### config.mk
export PLATFORM = sky130hd
export DESIGN_NAME = alu_spi_master_flat
export DESIGN_NICKNAME = d
export VERILOG_FILES = /design/src/rtl/alu_spi_pkg.sv /design/src/rtl/if_spi.sv /design/src/rtl/alu_spi_master_bit_timer.sv /design/src/rtl/alu_spi_master.sv /design/src/flat_wrapper.sv
export SDC_FILE = /design/constraint.sdc
export NUM_CORES = 1
export LEC_CHECK = 0
export ABC_CLOCK_PERIOD_IN_PS = 2200
export CORE_ASPECT_RATIO = 0.9
export CORE_MARGIN = 3
export CORE_UTILIZATION = 46
export DETAILED_ROUTE_END_ITERATION = 6
export PLACE_DENSITY = 0.68
export REMOVE_ABC_BUFFERS = 1
export SLEW_MARGIN = 30
export SYNTH_ARGS = -nofsm -noshare
export SYNTH_HDL_FRONTEND = slang
export SYNTH_SLANG_ARGS = --single-unit
### constraint.sdc
create_clock -name clock -period 2.2 [get_ports clock]
set_input_delay 0.55 -clock clock [delete_from_list [all_inputs] [get_ports clock]]
set_output_delay 0.55 -clock clock [all_outputs]
set_load 0.005 [all_outputs]
### src/rtl/alu_spi_pkg.sv
// alu_spi_pkg: shared types and frame sizes for the ALU SPI link.
package alu_spi_pkg;

    typedef enum logic [1:0] {
        ADD = 2'b00,
        SUB = 2'b01,
        AND = 2'b10,
        OR  = 2'b11
    } alu_op_t;

    localparam int unsigned CMD_BITS = 66;
    localparam int unsigned RES_BITS = 32;

    // Literals carry a prefix so they cannot collide with the master's
    // LEAD/GAP/RX_LEAD timing parameters.
    typedef enum logic [2:0] {
        ST_IDLE,
        ST_LEAD,
        ST_SEND,
        ST_GAP,
        ST_RX_LEAD,
        ST_RECV,
        ST_DONE
    } master_state_t;

endpackage

### src/rtl/if_spi.sv
// IF_SPI: four-wire SPI link between the ALU master and the ALU slave.
interface IF_SPI;
    logic nss;
    logic mosi;
    logic sclk;
    logic miso;

    modport MASTER (output nss, output mosi, output sclk, input miso);
    modport SLAVE  (input nss, input mosi, input sclk, output miso);
endinterface

### src/rtl/alu_spi_master_bit_timer.sv
// spi_bit_timer: CLK_DIV bit-period divider for alu_spi_master.
// Macro ALU_SPI_MASTER_SCLK_EN enables the sclk phase output; without it
// sclk_phase is tied low.
module spi_bit_timer #(
    parameter int unsigned CLK_DIV = 1
) (
    input  logic clock,
    input  logic reset,
    input  logic clear,
    input  logic run,
    output logic bit_last,
    output logic sclk_phase
);
    localparam int unsigned CW = $clog2(CLK_DIV) + 1;
    localparam logic [CW-1:0] LAST = CW'(CLK_DIV - 1);

    logic [CW-1:0] cnt;
    logic [CW-1:0] cnt_next;

    // Next count: cleared between phases, wraps at the end of each bit period.
    always_comb begin
        cnt_next = cnt;
        if (clear) begin
            cnt_next = '0;
        end else if (run) begin
            cnt_next = (cnt == LAST) ? '0 : cnt + CW'(1);
        end
    end

    assign bit_last = run && (cnt == LAST);

`ifdef ALU_SPI_MASTER_SCLK_EN
    localparam logic [CW-1:0] HALF = CW'(CLK_DIV / 2);
    // Phase of the cycle that starts at the next edge, so it can feed a flop.
    assign sclk_phase = (cnt_next >= HALF);
`else
    assign sclk_phase = 1'b0;
`endif

    // Divider count register.
    always_ff @(posedge clock) begin
        if (reset) begin
            cnt <= '0;
        end else begin
            cnt <= cnt_next;
        end
    end
endmodule

### src/rtl/alu_spi_master.sv
// alu_spi_master: sends {opcode,opa,opb} to the ALU slave over IF_SPI, then
// clocks back the 32-bit result. Macro ALU_SPI_MASTER_SCLK_EN drives a real
// sclk during SEND/RECV; otherwise sclk stays low.
module alu_spi_master
    import alu_spi_pkg::*;
#(
    parameter int unsigned CLK_DIV = 1,
    parameter int unsigned LEAD    = 2,
    parameter int unsigned GAP     = 4,
    parameter int unsigned RX_LEAD = 2
) (
    input  logic        clock,
    input  logic        reset,
    input  logic        start,
    input  logic [1:0]  opcode,
    input  logic [31:0] opa,
    input  logic [31:0] opb,
    output logic        busy,
    output logic        done,
    output logic [31:0] result,
    IF_SPI.MASTER       spi
);
    if (CLK_DIV < 1 || LEAD < 1 || GAP < 1 || RX_LEAD < 1) begin : g_param_check
        $error("alu_spi_master: CLK_DIV, LEAD, GAP and RX_LEAD must all be >= 1");
    end

    localparam int unsigned WMAX = (LEAD > GAP) ? ((LEAD > RX_LEAD) ? LEAD : RX_LEAD)
                                                : ((GAP > RX_LEAD) ? GAP : RX_LEAD);
    localparam int unsigned WW = $clog2(WMAX + 1);
    localparam logic [WW-1:0] LEAD_LAST = WW'(LEAD - 1);
    localparam logic [WW-1:0] GAP_LAST  = WW'(GAP - 1);
    localparam logic [WW-1:0] RXL_LAST  = WW'(RX_LEAD - 1);
    localparam logic [6:0]    CMD_LAST  = 7'(CMD_BITS - 1);
    localparam logic [6:0]    RES_LAST  = 7'(RES_BITS - 1);

    master_state_t         state, state_n;
    logic [6:0]            bit_cnt, bit_cnt_n;
    logic [WW-1:0]         wait_cnt, wait_cnt_n;
    logic [CMD_BITS-1:0]   shreg, shreg_n;
    logic [RES_BITS-1:0]   rxreg, rxreg_n;
    logic [31:0]           result_n;
    logic                  nss_q, nss_n;
    logic                  mosi_q, mosi_n;
    logic                  sclk_q, sclk_n;
    logic                  busy_n, done_n;
    logic                  timer_run, bit_last, sclk_phase;

    assign timer_run = (state == ST_SEND) || (state == ST_RECV);

    spi_bit_timer #(.CLK_DIV(CLK_DIV)) u_timer (
        .clock      (clock),
        .reset      (reset),
        .clear      (!timer_run),
        .run        (timer_run),
        .bit_last   (bit_last),
        .sclk_phase (sclk_phase)
    );

    assign spi.nss  = nss_q;
    assign spi.mosi = mosi_q;
    assign spi.sclk = sclk_q;

    // Next state plus next values of every registered output.
    always_comb begin
        state_n    = state;
        bit_cnt_n  = bit_cnt;
        wait_cnt_n = wait_cnt;
        shreg_n    = shreg;
        rxreg_n    = rxreg;
        result_n   = result;
        nss_n      = nss_q;
        mosi_n     = mosi_q;
        busy_n     = busy;
        done_n     = 1'b0;
        unique case (state)
            ST_IDLE: begin
                nss_n  = 1'b1;
                mosi_n = 1'b0;
                busy_n = 1'b0;
                if (start) begin
                    state_n    = ST_LEAD;
                    wait_cnt_n = '0;
                    shreg_n    = {opcode, opa, opb};
                    nss_n      = 1'b0;
                    mosi_n     = opcode[1];
                    busy_n     = 1'b1;
                end
            end
            ST_LEAD: begin
                if (wait_cnt == LEAD_LAST) begin
                    state_n   = ST_SEND;
                    bit_cnt_n = '0;
                end else begin
                    wait_cnt_n = wait_cnt + WW'(1);
                end
            end
            ST_SEND: begin
                if (bit_last) begin
                    if (bit_cnt == CMD_LAST) begin
                        state_n    = ST_GAP;
                        wait_cnt_n = '0;
                        nss_n      = 1'b1;
                        mosi_n     = 1'b0;
                    end else begin
                        bit_cnt_n = bit_cnt + 7'd1;
                        shreg_n   = {shreg[CMD_BITS-2:0], 1'b0};
                        mosi_n    = shreg[CMD_BITS-2];
                    end
                end
            end
            ST_GAP: begin
                if (wait_cnt == GAP_LAST) begin
                    state_n    = ST_RX_LEAD;
                    wait_cnt_n = '0;
                    nss_n      = 1'b0;
                end else begin
                    wait_cnt_n = wait_cnt + WW'(1);
                end
            end
            ST_RX_LEAD: begin
                if (wait_cnt == RXL_LAST) begin
                    state_n   = ST_RECV;
                    bit_cnt_n = '0;
                end else begin
                    wait_cnt_n = wait_cnt + WW'(1);
                end
            end
            ST_RECV: begin
                if (bit_last) begin
                    rxreg_n = {rxreg[RES_BITS-2:0], spi.miso};
                    if (bit_cnt == RES_LAST) begin
                        state_n = ST_DONE;
                        nss_n   = 1'b1;
                    end else begin
                        bit_cnt_n = bit_cnt + 7'd1;
                    end
                end
            end
            ST_DONE: begin
                result_n = rxreg;
                done_n   = 1'b1;
                busy_n   = 1'b0;
                state_n  = ST_IDLE;
            end
            default: state_n = ST_IDLE;
        endcase
        // sclk is only ever high in bit periods; phase is zero without the macro.
        sclk_n = ((state_n == ST_SEND) || (state_n == ST_RECV)) && sclk_phase;
    end

    // State, counters, shift registers and all outputs.
    always_ff @(posedge clock) begin
        if (reset) begin
            state    <= ST_IDLE;
            bit_cnt  <= '0;
            wait_cnt <= '0;
            shreg    <= '0;
            rxreg    <= '0;
            result   <= '0;
            nss_q    <= 1'b1;
            mosi_q   <= 1'b0;
            sclk_q   <= 1'b0;
            busy     <= 1'b0;
            done     <= 1'b0;
        end else begin
            state    <= state_n;
            bit_cnt  <= bit_cnt_n;
            wait_cnt <= wait_cnt_n;
            shreg    <= shreg_n;
            rxreg    <= rxreg_n;
            result   <= result_n;
            nss_q    <= nss_n;
            mosi_q   <= mosi_n;
            sclk_q   <= sclk_n;
            busy     <= busy_n;
            done     <= done_n;
        end
    end
endmodule

### src/flat_wrapper.sv
// flat-port wrapper written by rule: the top's interface ports become plain ports
module alu_spi_master_flat import alu_spi_pkg::*;
#(
    parameter int unsigned CLK_DIV = 1,
    parameter int unsigned LEAD    = 2,
    parameter int unsigned GAP     = 4,
    parameter int unsigned RX_LEAD = 2
)
  (clock, reset, start, opcode, opa, opb, busy, done, result, spi_nss, spi_mosi, spi_sclk, spi_miso);
  IF_SPI spi_i ();
  input  logic clock;
  input  logic reset;
  input  logic start;
  input  logic [1:0] opcode;
  input  logic [31:0] opa;
  input  logic [31:0] opb;
  output logic busy;
  output logic done;
  output logic [31:0] result;
  output wire logic [$bits(spi_i.nss)-1:0] spi_nss;
  output wire logic [$bits(spi_i.mosi)-1:0] spi_mosi;
  output wire logic [$bits(spi_i.sclk)-1:0] spi_sclk;
  input wire logic [$bits(spi_i.miso)-1:0] spi_miso;
  assign spi_nss = spi_i.nss;
  assign spi_mosi = spi_i.mosi;
  assign spi_sclk = spi_i.sclk;
  assign spi_i.miso = spi_miso;
  alu_spi_master #(.CLK_DIV(CLK_DIV), .LEAD(LEAD), .GAP(GAP), .RX_LEAD(RX_LEAD)) u_core (.clock(clock), .reset(reset), .start(start), .opcode(opcode), .opa(opa), .opb(opb), .busy(busy), .done(done), .result(result), .spi(spi_i));
endmodule
Yosys cells after proc, flatten, opt, wreduce, memory -nomap -nowiden:

Cells that the tools add are included.

* bitwise logic cells: 2
* reduce and logical (&&, ||, !) cells: 17
* equal/unequal tests: 22
* add/sub/neg operators: 3
* mux-type cells: 39

Operator list (number)
* $mux 65: 3
* $pmux 65 s2: 1
* $mux 3: 13
* $mux 7: 5
* $pmux 7 s3: 1
* $pmux 3 s6: 1
* $ne 2x1->1 const B: 6
* $ne 2x2->1 const B: 6
* $pmux 3 s4: 1
* $reduce_and 6->1: 2
* $mux 1: 11
* $eq 3x2->1 const B: 3
* $eq 3x3->1 const B: 3
* $reduce_and 8->1: 1
* $reduce_bool 4->1: 2
* $add 7x1->7 const B: 1
* $eq 7x5->1 const B: 1
* $eq 7x7->1 const B: 1
* $eq 3x1->1 const B: 2
* $reduce_and 5->1: 1
* $pmux 1 s2: 2
* $pmux 1 s4: 1
* $reduce_and 2->1: 2
* $reduce_and 4->1: 1
* other kinds (10): 12

* bits in registers: 147
* logic and storage cells: 94
* bits of input ports: 70

Logic depth before layout (Yosys ltp):

* depth after elaboration: 5
* depth in mapped cells: 9
* depth with buffers taken out: 7

By module:

From an unflattened synthesis, not the netlist that was laid out.

* cell total of the unflattened synthesis: 728
* area total of the unflattened synthesis: 6224.7 sq um

Modules (own cells, without submodules)
* alu_spi_master: instances 1, area each 6206.0 sq um, cells an instance 725
* spi_bit_timer: instances 1, area each 18.8 sq um, cells an instance 3

Worst setup path after synthesis:

OpenSTA, ideal clock, no wires.

* path type: reg2reg
* start: register u_core.bit_cnt[0]
* end: register u_core.state[0]
* setup time: 0.135 ns
* data required time: 2.065 ns
* period minus slack after synthesis: 1.818 ns
* data arrival time: 1.682 ns
* slack: 0.382 ns
* cell stages (with the launch flop): 7
* cell sequence: dfxtp_1 -> ha_1 -> nand3_1 -> nor4b_2 -> o21ai_1 -> o311ai_0 -> o41ai_1

* cells in the longest elaborated chain, start to end: 3
* elaborated cells on any way between the ends: 5
* classes of those cells: 4 x eq/ne; 1 x reduce/logical

Ends and longest elaborated chain
* from (decl): RTL line alu_spi_master.sv:37 `logic [6:0] bit_cnt, bit_cnt_n;`
* from (signal assigned): RTL line alu_spi_master.sv:167 `bit_cnt <= bit_cnt_n;`
* $eq 7x7->1 / $eq 7x5->1 (equally long branches): RTL line alu_spi_master.sv:99, alu_spi_master.sv:131
* $ne 2x2->1 (no source line)
* $reduce_and 8->1 (no source line) (*)
* to (signal assigned): RTL line alu_spi_master.sv:166 `state <= state_n;`
* to (decl): RTL line alu_spi_master.sv:36 `master_state_t state, state_n;`

Every way passes the cells marked *; elsewhere a longest branch is shown, timed or not.
A chain may end at the register's enable or synchronous reset.

Worst setup path after layout:

* start: register u_core.bit_cnt[6]
* end: register u_core.shreg[15]

* cells in the longest elaborated chain, start to end: 3

Ends and longest elaborated chain
* $eq 7x7->1: RTL line alu_spi_master.sv:99 `if (bit_cnt == CMD_LAST) begin`
* $ne 2x2->1 (no source line)
* $reduce_and 4->1 (no source line)
* to (signal assigned): RTL line alu_spi_master.sv:169 `shreg <= shreg_n;`
* to (decl): RTL line alu_spi_master.sv:39 `logic [CMD_BITS-1:0] shreg, shreg_n;`

No other way between the ends.

==> run metrics <==
status=finished, final reports clean; DPL Wire Length=9155 µm; initial antenna violation count=0; first-pass GRT wire length=22,900 µm; Worst-Margin Slew=0.5284 ns; layout net count=890; DP Worst Slack=-0.07218 ns; Total Routing Usage GR=18.22%; Hold WC Path Type=flip-flop to flip-flop; final setup vio count=0; clock tree buffer depth=2; Routed Antenna Nets=0; Avg Cell Area, Syn=8.748 µm²; final hold slack=0.4522 ns; multi-input gate area in the final layout=0.003120 mm²; site row count=40; worst setup margin=0.2014 ns; share of post-route cells with drive strength above 1=10.76%; Seq/Total Area, Yosys=46.46%; Vias per Instance=5.248; final instance area=0.008300 mm²; CTS Hold Bufs=0; CP Launch Type=flip-flop; required time worst endpoint=2.52 ns; Leak=2.834 nW; maxcap violations=0; clock root buffer=clkbuf_16; ys async rst share=0%; Post-synth top flop=dfxtp_1; fin. max-slew vios=0; Final GP Congestion=0.7876; Rel. slew slack=64.73%; # DRC=0; # resized after CTS=0; final hold viol count=0; # diodes=0; placed cell areas=0.007649 mm²; Port Buffers=105; CTS Buf Count=17; CTS tree=built; reg-to-reg setup timing slack=0.20 ns; vias=5,222; register area=0.002943 mm²; peak supply drop=0.6067 mV; Layout area overhead=31.05%; Setup Fix Bufs, Post-CTS=0; fill cell count=1,169; clk sink count=147; placed cells=963; Routed WL=13,490 µm; synthesized flop and latch total=147; Max Fclk=500.4 MHz; Die Y=117.3 µm; Synthesis Warnings=0; Post-synth EDFFs=0; DR WL/cell=13.55 µm; Power Density=964.3 mW/mm²; Post-Syn Area=0.006334 mm²; worst-skew pair later-pin latency=0.41 ns; Worst Skew=0.007250 ns; Setup CP Type=flip-flop to flip-flop; fin crit share=90.84%; Final Non-Filler Cells=995; unrepaired setup endpoints after global routing=false; DRT Pass-1 Iters=5; grt total ovfl=0; largest net degree at the start of global routing=99; highest-count cells in the layout ignoring fill and taps=147 x nand2_1, 147 x dfxtp_1, 104 x clkdlybuf4s50_1, 79 x nor2_1, 74 x a21oi_1; Critical Path Fanout Max=25; H-tree depth=4; Placeable Area=0.01341 mm²; vias in the first global route=4,973; crit path DAT=2.31 ns; Cells after Synth=724; Tmin final=1.999 ns; die width=129.7 µm; IO Pins=107; Reg clk slew, reported paths=0.06 ns; 1st-iter DRT viols=267; Worst Setup End Kind=flip-flop; post-synthesis cell type count=53; full die area=0.01521 mm²; Starting Density=47.22%
per-layer routing:
metal	global-route usage, %	routed length, µm
met1	23.63	6305
met2	28.90	6345
met3	4.918	634
met4	6.818	201
met5	0	0
synthesized netlist by cell type (4+ instances only):
cell type,n,area [µm²]
ha_1,6,75.07
buf_2,16,80.08
nor2b_1,4,25.02
a211oi_1,40,300.3
nand3_1,11,55.05
nor2_1,80,300.3
inv_1,9,33.78
clkbuf_1,38,142.6
a211oi_2,25,312.8
dfxtp_1,147,2943
nor3_1,5,25.02
a21oi_1,74,370.4
nand2_1,147,551.8
mux2i_1,66,660.6
nand2b_1,5,31.28
critical path: stages (launching register included):
cell and delay (ns):
dfxtp_1 0.41, or4b_4 0.51, o21ai_4 0.24, o32ai_4 0.14
buf_12 0.19, buf_12 0.16, a211oi_1 0.23
cells by family after synthesis:
| logic type | share of synthesized area, % |
|---|---|
| mux | 10.43 |
| simple gates | 17.44 |
| fa+ha+maj | 1.185 |
| other cells | 0.05921 |
| flops | 46.46 |
| buf+inv | 4.642 |
| xor+xnor | 0.1383 |
| compound gates | 19.64 |
metrics by stage:
step           power (mW)  utilization, %  TNS [ns]
2_1_floorplan       4.363               -   -439.72
3_3_place_gp        4.837           57.02  -0.02982
3_5_place_dp        4.907           57.02   -0.1502
4_1_cts             8.077           61.88         0
5_1_grt             8.400           61.88         0
6_report            8.004           61.88         0
final cells by class:
cell class                 count  area share (%)
timing repair buffer         129           16.16
tap                          168           2.532
clock inverter                10           2.140
inverter                       9          0.4070
sequential                   147           35.45
clock buffer                  22           5.713
multi-input combinational    510           37.59
sequential cells by signal, indices dropped and copies added, names as in the netlist, 3 cells and up:
name / cells
u_core.wait_cnt: 3
u_core.shreg: 65
u_core.bit_cnt: 7
u_core.state: 3
u_core.rxreg: 32
u_core.result: 32
power breakdown:
| part | internal, mW | total (mW) | switching [mW] |
|---|---|---|---|
| Combinational | 0.803 | 1.65 | 0.848 |
| Clock | 2.09 | 3.15 | 1.06 |
| Sequential | 2.99 | 3.20 | 0.210 |
path summary, 6_finish.rpt:
| kind | start | end | depth (start not counted) |
|---|---|---|---|
| max | u_core.bit_cnt[6] | u_core.shreg[15] | 6 |
| min | u_core.result[2] | u_core.result[2] | 2 |
| max reg2reg | u_core.bit_cnt[6] | u_core.shreg[15] | 6 |
| min reg2reg | u_core.result[2] | u_core.result[2] | 2 |
No activity file was read; power rests on OpenSTA's default activity.
==> RTL change 1, RTL diff (config.mk and constraints unchanged) <==
Register the output `result` once more, with the module's reset; this adds one clock of latency there. The other outputs are not delayed to match.
--- a/src/rtl/alu_spi_master.sv
+++ b/src/rtl/alu_spi_master.sv
@@ -20,6 +20,8 @@
     output logic [31:0] result,
     IF_SPI.MASTER       spi
 );
+
+    logic [31:0] result_s0;
     if (CLK_DIV < 1 || LEAD < 1 || GAP < 1 || RX_LEAD < 1) begin : g_param_check
         $error("alu_spi_master: CLK_DIV, LEAD, GAP and RX_LEAD must all be >= 1");
     end
@@ -67,7 +69,7 @@
         wait_cnt_n = wait_cnt;
         shreg_n    = shreg;
         rxreg_n    = rxreg;
-        result_n   = result;
+        result_n   = result_s0;
         nss_n      = nss_q;
         mosi_n     = mosi_q;
         busy_n     = busy;
@@ -156,7 +158,7 @@
             wait_cnt <= '0;
             shreg    <= '0;
             rxreg    <= '0;
-            result   <= '0;
+            result_s0 <= '0;
             nss_q    <= 1'b1;
             mosi_q   <= 1'b0;
             sclk_q   <= 1'b0;
@@ -168,7 +170,7 @@
             wait_cnt <= wait_cnt_n;
             shreg    <= shreg_n;
             rxreg    <= rxreg_n;
-            result   <= result_n;
+            result_s0 <= result_n;
             nss_q    <= nss_n;
             mosi_q   <= mosi_n;
             sclk_q   <= sclk_n;
@@ -176,5 +178,13 @@
             done     <= done_n;
         end
     end
+    always_ff @(posedge clock) begin
+        if (reset) begin
+            result <= '0;
+        end else begin
+            result <= result_s0;
+        end
+    end
+
 endmodule
 
Check against the original RTL: no difference found for any inputs over 10 cycles, from zero or initial values and one cycle with reset high; that may be too few to reach the edited logic, so the function may still have changed.
==> RTL change 1 against the original RTL <==
Cell area increased by 7.9%. Sequential cell count increased by 32. Largest power group unchanged. Critical path type unchanged. Setup slack got worse by 0.018 ns. Power increased by 18%. Utilization decreased by 1.9 points. Wire length increased by 13%. Sequential share of layout area increased by 4.6 points. Area after synthesis increased by 12%.
==> RTL change 1: results (changes against the original RTL) <==
CTS_ROOT_BUF='sky130_fd_sc_hd__clkbuf_16'
GRT_ANTENNA_BEFORE_REPAIR=0  # unchanged
POSTSYNTH.TOPFLOPCELL='sky130_fd_sc_hd__dfxtp_1'
POST_CTS_SETUP_REPAIR_BUFS=0  # unchanged
RUN_STATUS='completed'
CTS.REPORTEDPATHS.CLKPINSLEW_NS=0.07
TRITONROUTE_PASS_1_ITERS=5  # unchanged
YOSYSUNIQUECELLTYPES=50  # -5.7%
PLACE_CONGESTION=0.8067  # +2.4%
ROUTED_WIRE_LENGTH_MM=15.20  # +13%
FILL_CELLS=1295  # +11%
SLEW-LIMIT-HEADROOM=0.6171  # -0.03017
NUMPORTBUFFERS=105  # unchanged
FINAL_LAYOUT_SIZE_SUFFIX_GT1_FRAC=0.1186  # +0.01103
SYNTH.YOSYS.SEQ_AREA_SHARE=0.5040  # +0.03932
HTREE_NUM_LEVELS=4  # unchanged
GLOBAL_ROUTE.USAGE.TOTAL=0.1860  # +0.003819
INSERTED_DIODES=0  # unchanged
BIGGEST_AREA_CONTRIBUTORS_IN_THE_SYNTHESIZED_NETLIST='sky130_fd_sc_hd__dfxtp_1 (50%), sky130_fd_sc_hd__nand2_1 (11%), sky130_fd_sc_hd__a311oi_2 (8.4%)'
INSERTION_DELAY_NS=0.42
CRITICAL_PATH_MAX_STAGE_DELAY_NS=0.48  # -0.03 ns
LARGEST_REG_FLOPS=65  # unchanged
CLOCK_PATH_BUFFERS=2  # unchanged
IRDROPWORSTVDD_mV=0.6051  # -0.26%
INTPOWER_mW=6.424  # +9.1%
DRTITER0DRC=349  # +31%
FIRST_GLOBAL_VIAS=5485  # +10%
HOLDCRITPATHCLASS='register to register'
NETLIST_TOP_CELLS_COUNT='sky130_fd_sc_hd__nand2_1 (201), sky130_fd_sc_hd__dfxtp_1 (179), sky130_fd_sc_hd__nor2_1 (84), sky130_fd_sc_hd__a21oi_1 (43), sky130_fd_sc_hd__clkbuf_1 (42)'
DETAILROUTE.VIA_COUNT=5787  # +11%
TIMING.CRITICAL_PATH.FANOUT_MAX=6  # -76%
TIMING.CRITICAL_PATH.SLOWEST_STAGE_CELL='sky130_fd_sc_hd__a211oi_1'
PROPORTION_OF_SYNTHESIZED_FLIP_FLOPS_HAVING_ASYNCHRONOUS_SET_OR_RESET=0  # unchanged
REGMOSTFLOPS='u_core.shreg'
POST_CTS.RESIZED_INSTANCES=0  # unchanged
CP_DATA_ARRIVAL_TIME_NS=2.33  # +0.02 ns
FINISH.NET_COUNT=948  # +6.5%
YOSYSWARNINGS=0  # unchanged
FINAL.SETUP_SKEW_NS=0.005706  # -0.001543 ns
NUMCTSBUFFERS=17  # unchanged
GRT_FIRST_PASS_WIRELENGTH_MM=25.71  # +12%
POST-DP-HPWL_MM=10.04  # +9.7%
GRT_MAX_DEGREE=66  # -33%
STATIC-LEAKAGE-POWER_nW=3.291  # +16%
DPL_WORST_SLACK_NS=-0.01985  # +0.05233 ns
[RTL change 1: cell types whose count changed after synthesis, sizes merged, moves of 30 or more]
| cell | change |
|---|---|
| nand2 | +54 |
| dfxtp | +32 |
| nor2b | +36 |
| o22a | +31 |
| a21oi | -30 |
| a311oi | +65 |
| a211oi | -62 |
| mux2i | -63 |
[RTL change 1: power by group through the flow]
| stage | Clock (mW) | Combinational [mW] | Sequential, mW |
|---|---|---|---|
| after floorplan | 0 | 1.68 | 4.02 |
| after global placement | 0 | 2.39 | 4.01 |
| after detailed placement | 0 | 2.51 | 4.03 |
| after CTS | 3.05 | 2.51 | 3.96 |
| after global routing | 3.20 | 2.78 | 4.02 |
| final | 2.99 | 2.49 | 3.97 |
[RTL change 1: worst paths after layout]
kind                                        start          endpoint  slack (ns)  cells past startpoint
worst min register to register   u_core.rxreg[31]  u_core.rxreg[31]        0.46                      2
worst min-delay path             u_core.rxreg[31]  u_core.rxreg[31]        0.46                      2
worst max-delay path            u_core.bit_cnt[0]   u_core.state[0]        0.18                      6
worst max register to register  u_core.bit_cnt[0]   u_core.state[0]        0.18                      6
[RTL change 1: final cells by class]
cell class	instances	area, sq um	share of cell area
Sequential cell	179	3583	0.4003
Multi-Input combinational cell	539	3222	0.3599
Timing Repair Buffer	128	1284	0.1434
Clock buffer	19	452.9	0.05059
Tap cell	198	247.7	0.02767
Clock inverter	13	136.4	0.01523
Inverter	7	26.28	0.002935
[RTL change 1: per-stage QoR]
stage | power, mW | util | area [sq um] | TNS, ns | std cells
2_1_floorplan | 5.694 | - | 6813 | -185.55 | 725
3_3_place_gp | 6.402 | 0.5604 | 8363 | 0 | 1051
3_5_place_dp | 6.532 | 0.5604 | 8363 | -0.03442 | 1051
4_1_cts | 9.516 | 0.5998 | 8952 | 0 | 1083
5_1_grt | 9.996 | 0.5998 | 8952 | 0 | 1083
6_report | 9.446 | 0.5998 | 8952 | 0 | 1083
[RTL change 1: logic make-up after synthesis]
family | share of synthesized area
adder cells (fa/ha/maj) | 0.01056
flip-flops | 0.5040
buffers and inverters | 0.04610
multiplexers | 0.004223
XOR/XNOR | 0.001232
AND/OR/NAND/NOR | 0.2170
AO/OA/AOI/OAI | 0.2164
other | 0.0005274
[RTL change 1: critical path: cells and delay by family, from the launching register on]
family | cells | cell delay, ns
simple gates | 3 | 0.56
flops | 1 | 0.43
mux | 1 | 0.24
fa+ha+maj | 1 | 0.21
compound gates | 1 | 0.48
[RTL change 1: routing by layer]
| metal | routed length [um] | share of wire | track usage |
|---|---|---|---|
| met5 | 0 | 0 | 0 |
| met4 | 136 | 0.0089 | 0.05299 |
| met3 | 659 | 0.043 | 0.04645 |
| met2 | 7070 | 0.47 | 0.2947 |
| met1 | 7331 | 0.48 | 0.2534 |
==> RTL change 2, RTL diff (same settings) <==
Without the edit above. `GAP` is set to 4 in 2 places; all go to 16.
--- a/src/rtl/alu_spi_master.sv
+++ b/src/rtl/alu_spi_master.sv
@@ -6,7 +6,7 @@
 #(
     parameter int unsigned CLK_DIV = 1,
     parameter int unsigned LEAD    = 2,
-    parameter int unsigned GAP     = 4,
+    parameter int unsigned GAP     = 16,
     parameter int unsigned RX_LEAD = 2
 ) (
     input  logic        clock,
--- a/src/flat_wrapper.sv
+++ b/src/flat_wrapper.sv
@@ -3,7 +3,7 @@
 #(
     parameter int unsigned CLK_DIV = 1,
     parameter int unsigned LEAD    = 2,
-    parameter int unsigned GAP     = 4,
+    parameter int unsigned GAP     = 16,
     parameter int unsigned RX_LEAD = 2
 )
   (clock, reset, start, opcode, opa, opb, busy, done, result, spi_nss, spi_mosi, spi_sclk, spi_miso);
Formal check against the unedited RTL: same outputs for any inputs over 10 cycles, from zero or initial values and one cycle with reset high; that may be too few to reach the edited logic, so the function may still have changed.
==> RTL change 2 against the original RTL <==
Synthesized cell count is 7.2% lower. Setup slack worse by 0.038 ns. Wire length is 0.30% higher. Cell area is 2.1% lower. Area after synthesis is 2.5% lower. Sequential cell count is 2 higher. Critical endpoint is now u_core.state[0]. Largest cell class is now registers. Highest routed layer unchanged.
Power is not compared: it rests on default switching activity, and its combinational part moved more than twofold at a synthesized area within 25%.
==> RTL change 2: results (changes against the original RTL) <==
LARGEST_REG_FLOPS=65  # unchanged
IRDROPWORSTVDD_mV=0.5652
BIGGEST_AREA_CONTRIBUTORS_IN_THE_SYNTHESIZED_NETLIST='sky130_fd_sc_hd__dfxtp_1 (48%), sky130_fd_sc_hd__mux2i_1 (11%), sky130_fd_sc_hd__a211oi_1 (8.3%)'
NETLIST_TOP_CELLS_COUNT='sky130_fd_sc_hd__dfxtp_1 (149), sky130_fd_sc_hd__nor2_1 (82), sky130_fd_sc_hd__nand2_1 (78), sky130_fd_sc_hd__a211oi_1 (68), sky130_fd_sc_hd__mux2i_1 (68)'
RUN_STATUS='completed'
POST-DP-HPWL_MM=8.939  # -2.4%
CP_DATA_ARRIVAL_TIME_NS=2.38  # +0.07 ns
POST_CTS_SETUP_REPAIR_BUFS=0  # unchanged
FINISH.NET_COUNT=840  # -5.6%
YOSYSWARNINGS=0  # unchanged
CTS_ROOT_BUF='sky130_fd_sc_hd__clkbuf_16'
MINIMUM_PERIOD_IMPLIED_BY_THE_FINAL_WORST_SETUP_SLACK_NS=2.037  # +0.03812 ns
FILL_CELLS=1065  # -8.9%
TRITONROUTE_PASS_1_ITERS=4  # -1
HTREE_NUM_LEVELS=4  # unchanged
GRT_FIRST_PASS_WIRELENGTH_MM=22.54  # -1.6%
SYNTH.YOSYS.SEQ_AREA_SHARE=0.4829  # +0.01825
INSERTION_DELAY_NS=0.42
FINAL.SETUP_SKEW_NS=0.01382  # +0.006570 ns
FINAL_LAYOUT_SIZE_SUFFIX_GT1_FRAC=0.07851  # -0.02911
STATIC-LEAKAGE-POWER_nW=2.835
POST_CTS.RESIZED_INSTANCES=0  # unchanged
GLOBAL_ROUTE.USAGE.TOTAL=0.1851  # +0.002917
CTS.REPORTEDPATHS.CLKPINSLEW_NS=0.06  # about the same
FIRST_GLOBAL_VIAS=4857  # -2.3%
PLACE_CONGESTION=0.8040  # +2.1%
WORST_SLEW_PIN_SLEW_NS=0.5243  # -0.004103 ns
DRTITER0DRC=233  # -13%
TIMING.CRITICAL_PATH.FANOUT_MAX=6  # -76%
GRT_MAX_DEGREE=79  # -20%
LAYOUT_TOP_REGISTERS='u_core.shreg (65), u_core.result (32), u_core.rxreg (32)'
CLOCK_PATH_BUFFERS=2  # unchanged
INSERTED_DIODES=0  # unchanged
ROUTED_WIRE_LENGTH_MM=13.53  # +0.30%
DETAILROUTE.VIA_COUNT=5075  # -2.8%
YOSYSUNIQUECELLTYPES=47  # -11%
GRT_ANTENNA_BEFORE_REPAIR=0  # unchanged
RTL change 2: power breakdown:
group | leakage (nW) | total, mW | internal (mW) | switching [mW]
sequential | 1.22 | 2.94 | 2.85 | 0.0928
combinational | 1.32 | 0.686 | 0.349 | 0.337
clock | 0.293 | 2.98 | 1.82 | 1.16
total | 2.84 | 6.61 | 5.02 | 1.59
RTL change 2: kinds of logic after synthesis:
group | Yosys count | synth area share
multiplexers | 68 | 0.1102
other | 1 | 0.0006071
AND/OR/NAND/NOR | 203 | 0.1436
buffers and inverters | 67 | 0.04557
AO/OA/AOI/OAI | 178 | 0.2050
adder cells (fa/ha/maj) | 6 | 0.01215
flip-flops | 149 | 0.4829
RTL change 2: worst paths after layout:
path	to	start	cells after the start	slack, ns
setup / recovery	u_core.state[0]	u_core.wait_cnt[0]	6	0.16
hold / removal	u_core.rxreg[4]	u_core.rxreg[3]	2	0.46
setup reg to reg	u_core.state[0]	u_core.wait_cnt[0]	6	0.16
hold reg to reg	u_core.rxreg[4]	u_core.rxreg[3]	2	0.46
RTL change 2: metal layers:
layer  wire [um]  share of wire  global-route usage  vias to the layer above
met4         137          0.010             0.06860                        0
met2        6279           0.46              0.2886                      103
li1            -              -                   -                     2594
met3         653          0.048             0.05253                       11
met5           0              0                   0                        -
met1        6456           0.48              0.2461                     2367
RTL change 2: per-stage QoR:
stage	std cells	setup WS (ns)	cell area (sq um)	hold WS, ns
6_report	941	0.1633	8124	0.4646
5_1_grt	941	0.001999	8124	0.4879
4_1_cts	941	0.1648	8124	0.4663
3_5_place_dp	909	0.01478	7510	0.4599
3_3_place_gp	909	0.06012	7510	0.4441
2_1_floorplan	618	-1.417	5944	0.4300
RTL change 2: worst max-delay path: stages, from the launching register on:
cell and delay, ns:
sky130_fd_sc_hd__dfxtp_1 0.38, sky130_fd_sc_hd__ha_1 0.16, sky130_fd_sc_hd__or4b_1 0.58, sky130_fd_sc_hd__o211ai_1 0.23, sky130_fd_sc_hd__a21oi_1 0.11, sky130_fd_sc_hd__a2111o_1 0.38
sky130_fd_sc_hd__a21boi_1 0.13
RTL change 2: cell type report:
class / count / share of cell area
clock inverter: 14 / 0.02156
clock buffer: 18 / 0.05406
inverter: 12 / 0.005544
multi-input combinational: 457 / 0.3616
sequential: 149 / 0.3672
tap: 164 / 0.02526
timing repair buffer: 127 / 0.1648
